## config.mk

```make
export PLATFORM = sky130hd
export DESIGN_NAME = adventure_engine
export DESIGN_NICKNAME = d
export VERILOG_FILES = /design/src/rtl/adventure_engine.sv
export SDC_FILE = /design/constraint.sdc
export NUM_CORES = 1
export LEC_CHECK = 0
export BUFFER_PORTS_ARGS = -buffer_cell sky130_fd_sc_hd__buf_2
export CORE_MARGIN = 2
export CORE_UTILIZATION = 49
export DETAILED_ROUTE_END_ITERATION = 8
export GPL_TIMING_DRIVEN = 0
export PLACE_DENSITY = 0.7
export SLEW_MARGIN = 0
export SYNTH_ARGS = -nofsm -noshare
export SYNTH_HDL_FRONTEND = slang
export SYNTH_SLANG_ARGS = --single-unit
export TNS_END_PERCENT = 5
```

## constraint.sdc

```tcl
create_clock -name clk -period 3.9 [get_ports clk]
set_clock_uncertainty 0.1 [all_clocks]
set_input_delay 0.585 -clock clk [delete_from_list [all_inputs] [get_ports clk]]
set_output_delay 0.585 -clock clk [all_outputs]
set_load 0.02 [all_outputs]
```

## src/rtl/adventure_engine.sv

```systemverilog
`default_nettype none
// ============================================================================
// Module      : adventure_engine
// Description : Remote-learning text adventure engine. Accepts player
//               decisions over a valid/ready handshake and tracks a
//               saturating motivation score, one-shot event flags, a mask
//               item and a turn budget. Emits a 5-bit story state code.
// Revision    : 1.0 - parametrised successor to the single-path story FSM
// ============================================================================
module adventure_engine #(
   parameter int MOTIVATION_GOAL = 5,
   parameter int MOT_WIDTH       = 4,
   parameter int MOTIVATION_STEP = 1,
   parameter int MAX_TURNS       = 32,
   parameter int TURN_WIDTH      = 6
) (
   input  logic                  clk,
   input  logic                  reset,
   input  logic [1:0]            Decision,
   input  logic                  decision_valid,
   output logic                  decision_ready,
   output logic [4:0]            state,
   output logic [MOT_WIDTH-1:0]  motivation,
   output logic [6:0]            visited,
   output logic                  has_mask,
   output logic [TURN_WIDTH-1:0] turns,
   output logic                  done,
   output logic                  win
);

   typedef enum logic [4:0] {
      S_HALL      = 5'd1,
      S_BEDROOM   = 5'd2,
      S_BATH      = 5'd3,
      S_KITCHEN   = 5'd4,
      S_OUTSIDE   = 5'd5,
      S_DESK      = 5'd6,
      S_NAP       = 5'd7,
      S_MASK      = 5'd8,
      S_WIN       = 5'd9,
      S_LOSE_HW   = 5'd10,
      S_PHONE     = 5'd11,
      S_LAPTOP    = 5'd12,
      S_LOSE_DOOM = 5'd13,
      S_FRIENDS   = 5'd14,
      S_NEWS      = 5'd15,
      S_ALREADY   = 5'd16,
      S_LECTURE   = 5'd17,
      S_VIDEOS    = 5'd18,
      S_SOCIAL    = 5'd19,
      S_NOMASK    = 5'd20,
      S_IDLE      = 5'd21,
      S_TIMEOUT   = 5'd22
   } state_t;

   localparam logic [MOT_WIDTH:0]    MOT_STEP_C = (MOT_WIDTH+1)'(MOTIVATION_STEP);
   localparam logic [MOT_WIDTH-1:0]  MOT_MAX_C  = {MOT_WIDTH{1'b1}};
   localparam logic [MOT_WIDTH-1:0]  MOT_GOAL_C = MOT_WIDTH'(MOTIVATION_GOAL);
   localparam logic [TURN_WIDTH-1:0] TURN_MAX_C = {TURN_WIDTH{1'b1}};
   localparam logic [TURN_WIDTH-1:0] TURN_LIM_C = TURN_WIDTH'(MAX_TURNS);
   localparam logic                  TIMEOUT_EN = (MAX_TURNS != 0);

   state_t                  cur_state, next_state;
   state_t                  ret_state, next_ret;
   state_t                  menu_target;
   logic [MOT_WIDTH-1:0]    mot_q, next_mot;
   logic [6:0]              vis_q, next_vis;
   logic                    mask_q, next_mask;
   logic [TURN_WIDTH-1:0]   turns_q, next_turns;
   logic [MOT_WIDTH:0]      mot_sum;
   logic [MOT_WIDTH-1:0]    mot_sat;
   logic [TURN_WIDTH-1:0]   turns_inc;
   logic                    timeout_hit;
   logic                    is_menu, is_terminal;

   // One-hot visited flag owned by an event state; zero for non-event codes.
   function automatic logic [6:0] event_flag(input state_t s);
      logic [6:0] f;
      f = 7'd0;
      case (s)
         S_BATH:    f = 7'b0000001;
         S_KITCHEN: f = 7'b0000010;
         S_OUTSIDE: f = 7'b0000100;
         S_NAP:     f = 7'b0001000;
         S_FRIENDS: f = 7'b0010000;
         S_LECTURE: f = 7'b0100000;
         S_VIDEOS:  f = 7'b1000000;
         default:   f = 7'd0;
      endcase
      return f;
   endfunction

   function automatic logic target_terminal(input state_t s);
      return (s == S_WIN) || (s == S_LOSE_HW) || (s == S_LOSE_DOOM) || (s == S_TIMEOUT);
   endfunction

   // Saturating arithmetic shared by the next-state logic.
   always_comb begin
      mot_sum     = {1'b0, mot_q} + MOT_STEP_C;
      mot_sat     = (mot_sum > {1'b0, MOT_MAX_C}) ? MOT_MAX_C : mot_sum[MOT_WIDTH-1:0];
      turns_inc   = (turns_q == TURN_MAX_C) ? turns_q : turns_q + 1'b1;
      timeout_hit = TIMEOUT_EN && (turns_inc == TURN_LIM_C);
   end

   // Menu decoding: raw destination of the presented decision.
   always_comb begin
      menu_target = S_HALL;
      case (cur_state)
         S_HALL: begin
            case (Decision)
               2'b00:   menu_target = S_BEDROOM;
               2'b01:   menu_target = S_BATH;
               2'b10:   menu_target = S_KITCHEN;
               default: menu_target = mask_q ? S_OUTSIDE : S_NOMASK;
            endcase
         end
         S_BEDROOM: begin
            case (Decision)
               2'b00:   menu_target = S_DESK;
               2'b01:   menu_target = S_NAP;
               2'b10:   menu_target = S_MASK;
               default: menu_target = S_HALL;
            endcase
         end
         S_DESK: begin
            case (Decision)
               2'b00:   menu_target = (mot_q >= MOT_GOAL_C) ? S_WIN : S_LOSE_HW;
               2'b01:   menu_target = S_PHONE;
               2'b10:   menu_target = S_LAPTOP;
               default: menu_target = S_BEDROOM;
            endcase
         end
         S_PHONE: begin
            case (Decision)
               2'b00:   menu_target = S_LOSE_DOOM;
               2'b01:   menu_target = S_FRIENDS;
               2'b10:   menu_target = S_NEWS;
               default: menu_target = S_DESK;
            endcase
         end
         S_LAPTOP: begin
            case (Decision)
               2'b00:   menu_target = S_LECTURE;
               2'b01:   menu_target = S_VIDEOS;
               2'b10:   menu_target = S_SOCIAL;
               default: menu_target = S_DESK;
            endcase
         end
         default: menu_target = S_HALL;
      endcase
   end

   // Next-state and bookkeeping updates; side effects apply on entry to a state.
   always_comb begin
      state_t resolved;
      logic [6:0] flag;
      next_state = cur_state;
      next_ret   = ret_state;
      next_mot   = mot_q;
      next_vis   = vis_q;
      next_mask  = mask_q;
      next_turns = turns_q;
      resolved   = menu_target;
      flag       = event_flag(menu_target);
      case (cur_state)
         S_IDLE: next_state = S_HALL;
         S_HALL, S_BEDROOM, S_DESK, S_PHONE, S_LAPTOP: begin
            if (decision_valid) begin
               next_turns = turns_inc;
               // A repeated one-shot event detours through ALREADY instead.
               if ((flag & vis_q) != 7'd0) begin
                  resolved = S_ALREADY;
                  flag     = 7'd0;
                  next_ret = cur_state;
               end
               if (timeout_hit && !target_terminal(resolved)) begin
                  next_state = S_TIMEOUT;
               end else begin
                  next_state = resolved;
                  if (flag != 7'd0) begin
                     next_vis = vis_q | flag;
                     next_mot = mot_sat;
                  end
                  if (resolved == S_MASK) next_mask = 1'b1;
               end
            end
         end
         S_BATH, S_KITCHEN, S_OUTSIDE, S_NOMASK:  next_state = S_HALL;
         S_NAP, S_MASK:                           next_state = S_BEDROOM;
         S_FRIENDS, S_NEWS:                       next_state = S_PHONE;
         S_LECTURE, S_VIDEOS, S_SOCIAL:           next_state = S_LAPTOP;
         S_ALREADY:                               next_state = ret_state;
         S_WIN, S_LOSE_HW, S_LOSE_DOOM, S_TIMEOUT: next_state = cur_state;
         default:                                 next_state = S_HALL;
      endcase
   end

   // State and score registers with asynchronous active-low clear.
   always_ff @(posedge clk or negedge reset) begin
      if (!reset) begin
         cur_state <= S_IDLE;
         ret_state <= S_HALL;
         mot_q     <= '0;
         vis_q     <= '0;
         mask_q    <= 1'b0;
         turns_q   <= '0;
      end else begin
         cur_state <= next_state;
         ret_state <= next_ret;
         mot_q     <= next_mot;
         vis_q     <= next_vis;
         mask_q    <= next_mask;
         turns_q   <= next_turns;
      end
   end

   // Status outputs decoded from the current state.
   always_comb begin
      is_menu     = (cur_state == S_HALL) || (cur_state == S_BEDROOM) ||
                    (cur_state == S_DESK) || (cur_state == S_PHONE) ||
                    (cur_state == S_LAPTOP);
      is_terminal = target_terminal(cur_state);
      decision_ready = is_menu;
      done           = is_terminal;
      win            = (cur_state == S_WIN);
      state          = cur_state;
      motivation     = mot_q;
      visited        = vis_q;
      has_mask       = mask_q;
      turns          = turns_q;
   end

endmodule
`default_nettype wire
```

==> reports/metrics.yaml <==
critical_path:
  cpPeakStageDelay_ns: 0.58
  worstSetupEndpointType: "flip-flop"
  cp_cell_sequence: "clkbuf_1, nor3b_1, o21ai_0, nand3_1, a21oi_1, inv_1, o31ai_1, nand3_4, nor3_4, mux2_4"
  worstPathRequired_ns: 3.97
  crit_fanout: 10
  critPathKind: "reg2reg"
  critPathLaunchType: "flip-flop"
  crit_family: "compound AO/OA/AOI/OAI gates"
  critPathBufInv: 2
  critPathArrivalTime_ns: 3.70
  crit_slowest_cell: "dfstp_2"
sta:
  tightestPinTransition_ns: 0.738
  slew_violations: 0
  rsz0062_at_grt: "false"
  fmax_mhz: 275
  finalSetupViolCount: 0
  min_period_ns: 3.63
  post-route-period-util: 0.931
  hold_violations: 0
  max_slew_margin: 0.502
  tns_ns: 0
routing:
  vias_per_cell: 6.07
  wl_per_cell_um: 15.2
  drcViolationCount: 0
  ant_nets: 0
  vias: 1949
  first_pass_iters: 4
  drt_iter0_drc: 236
  wl_um: 4880
synth:
  synthCells: 238
  synth_warnings: 0
  ys_top_cells_by_count: "dfrtp_1 (24), nand2_1 (20), nor2_1 (16), o21ai_0 (16)"
  ys_seq_area_frac: 0.339
  synth.most_common_cell: "dfrtp_1"
  netlist_area_sq_um: 2080
  syn_area_per_cell_sq_um: 8.75
  postSynth.asyncResetShare: 1.00
  synth_flop_cell: "dfrtp_1"
  synth_nets: 247
  ys_ff_latch: 28
  yosysTopAreaCellShare: 0.288
  synth_edf_count: 0
  synth.area.top_cells: "dfrtp_1 (29%), mux2_2 (5.9%), dfstp_2 (5.0%), o21ai_0 (3.8%), nand2_1 (3.6%)"
  netlist.top_cell.by_area: "dfrtp_1"
  synthDistinctLibCells: 59
floorplan:
  dieArea_sq_um: 4790
  initial_core_util: 0.513
  row_count: 23
  die_h_um: 69.2
  die_w_um: 69.2
  coreArea_sq_um: 4060
  ios: 31
cts:
  clock_latency_ns: 0.27
  cts.sinks: 28
  ctsHtreeMaxLevel: 1
  cts-root-buf: "clkbuf_8"
  clkSlewWorstSetupHoldPaths_ns: 0.10
  clockBufferDepth: 2
  cts_setup_buffers: 0
  cts_hold_buffers: 0
  cts_tree: "yes"
  cts_buffers: 3
cells_and_area:
  finalNetCount: 281
  finalNonFillerCells: 321
  drive_above_1_share: 0.258
  synthToLayoutAreaGrowth_pct: 13.6
  n_antenna_cell: 0
power_and_ir_drop:
  vdd_drop_max_mv: 0.460
  cellLeakagePower_nw: 1.11
  p_per_area_nw_per_um2: 888
run:
  max_cap_violations: 0
placed_design:
  hpwl_um: 3650
  portBuffers: 29
  place_inst: 317
  place_congestion: 0.862
outcome:
  status: "completed"
global_routing:
  grt_pass1_wl_um: 8220
  grt_max_degree: 29
  antenna_found_initial: 0
  grt_usage: 0.203
  grt_overflow_total: 0
  grt_pass1_vias: 1763
hold_path:
  hp-class: "in2async"
layer usage:
layer  track usage  vias to the layer above  routed length, um  share of wire
li1              -                      947                  -              -
met1         0.296                      942               2260           0.46
met2         0.337                       58               2350           0.48
met3        0.0233                        2                254          0.052
met4        0.0218                        0                 13         0.0027
met5             0                        -                  0              0
flip-flops by register name, summed over array words and instances, names as in the netlist:
name and flops:
visited 7, motivation 4, state 5, has_mask 1, ret_state 5, turns 6
cells by family (layout without fill, tap and decap cells):
| group | Yosys count | count (layout) | share of synthesized area |
|---|---|---|---|
| AND/OR/NAND/NOR | 105 | 105 | 0.296 |
| XOR/XNOR | 1 | 1 | 0.00421 |
| multiplexers | 16 | 16 | 0.0883 |
| flip-flops | 28 | 28 | 0.339 |
| AO/OA/AOI/OAI | 62 | 62 | 0.207 |
| adder cells (fa/ha/maj) | 4 | 4 | 0.0240 |
| buffers and inverters | 22 | 55 | 0.0415 |
final cells by class:
| type | instances | area [sq um] |
|---|---|---|
| Sequential cell | 28 | 706 |
| Buffer | 13 | 52.6 |
| Tap cell | 50 | 62.6 |
| Clock inverter | 1 | 30.0 |
| Inverter | 9 | 33.8 |
| Fill cell | 372 | 1690 |
| Timing Repair Buffer | 29 | 145 |
| Clock buffer | 3 | 41.3 |
| Multi-Input combinational cell | 188 | 1290 |
cell usage in the layout (no fill, tap or decap), types with 2 or more instances in the layout:
cell type | synthesis | layout
clkbuf_8 | 0 | 3
dfrtp_1 | 24 | 24
or3b_2 | 2 | 2
inv_1 | 9 | 9
dfstp_2 | 4 | 4
a31o_2 | 6 | 6
mux2_4 | 2 | 2
ha_1 | 4 | 4
mux2i_1 | 3 | 3
o211a_1 | 2 | 2
nor2b_1 | 7 | 7
clkbuf_1 | 10 | 10
and2_1 | 2 | 2
mux2_2 | 11 | 11
buf_2 | 3 | 32
a21oi_1 | 11 | 11
nor2_1 | 16 | 16
nand2b_1 | 7 | 7
nor3b_1 | 2 | 2
nor3_1 | 9 | 8
or3_1 | 3 | 3
nand4_1 | 4 | 4
a32o_1 | 2 | 2
nand2_1 | 20 | 20
and3b_1 | 3 | 3
nand3_1 | 11 | 11
a31oi_1 | 6 | 6
o32a_1 | 2 | 2
a211oi_1 | 2 | 2
and3_1 | 2 | 2
nand3b_1 | 5 | 5
o21ai_0 | 16 | 16
worst paths after layout:
check / startpoint / end / slack (ns) / cells past startpoint
hold reg to reg: visited[2] / visited[2] / 0.40 / 1
setup reg to reg: state[2] / motivation[0] / 0.27 / 10
max in group asynchronous: reset / state[3] / 3.07 / 1
setup / recovery: state[2] / motivation[0] / 0.27 / 10
min in group clk: visited[2] / visited[2] / 0.40 / 1
hold / removal: reset / turns[3] / 0.22 / 1
per-stage QoR:
step	area [sq um]	utilization	worst slack, ns	power (W)	hold WS, ns
final	2370	0.583	0.270	0.00210	0.219
after global routing	2370	0.583	0.00828	0.00228	0.266
after CTS	2360	0.582	0.276	0.00211	0.241
after detailed placement	2290	0.564	0.297	0.00188	0.383
after global placement	2290	0.564	0.350	0.00186	0.381
after floorplan	2080	-	0.570	0.00153	0.189
timing repair:
action | in CTS | in global routing
hold endpoints to repair | 0 | 0
resized for setup | 0 | 1
endpoints found under the setup margin | 0 | 4
where the power goes:
group / leakage, nW / internal (W) / total [W] / switching, W
clock: 0.0357 / 0.000137 / 0.000226 / 0.0000888
combinational: 0.725 / 0.000529 / 0.00133 / 0.000802
sequential: 0.352 / 0.000417 / 0.000545 / 0.000127
(Power assumes the default switching activity.)
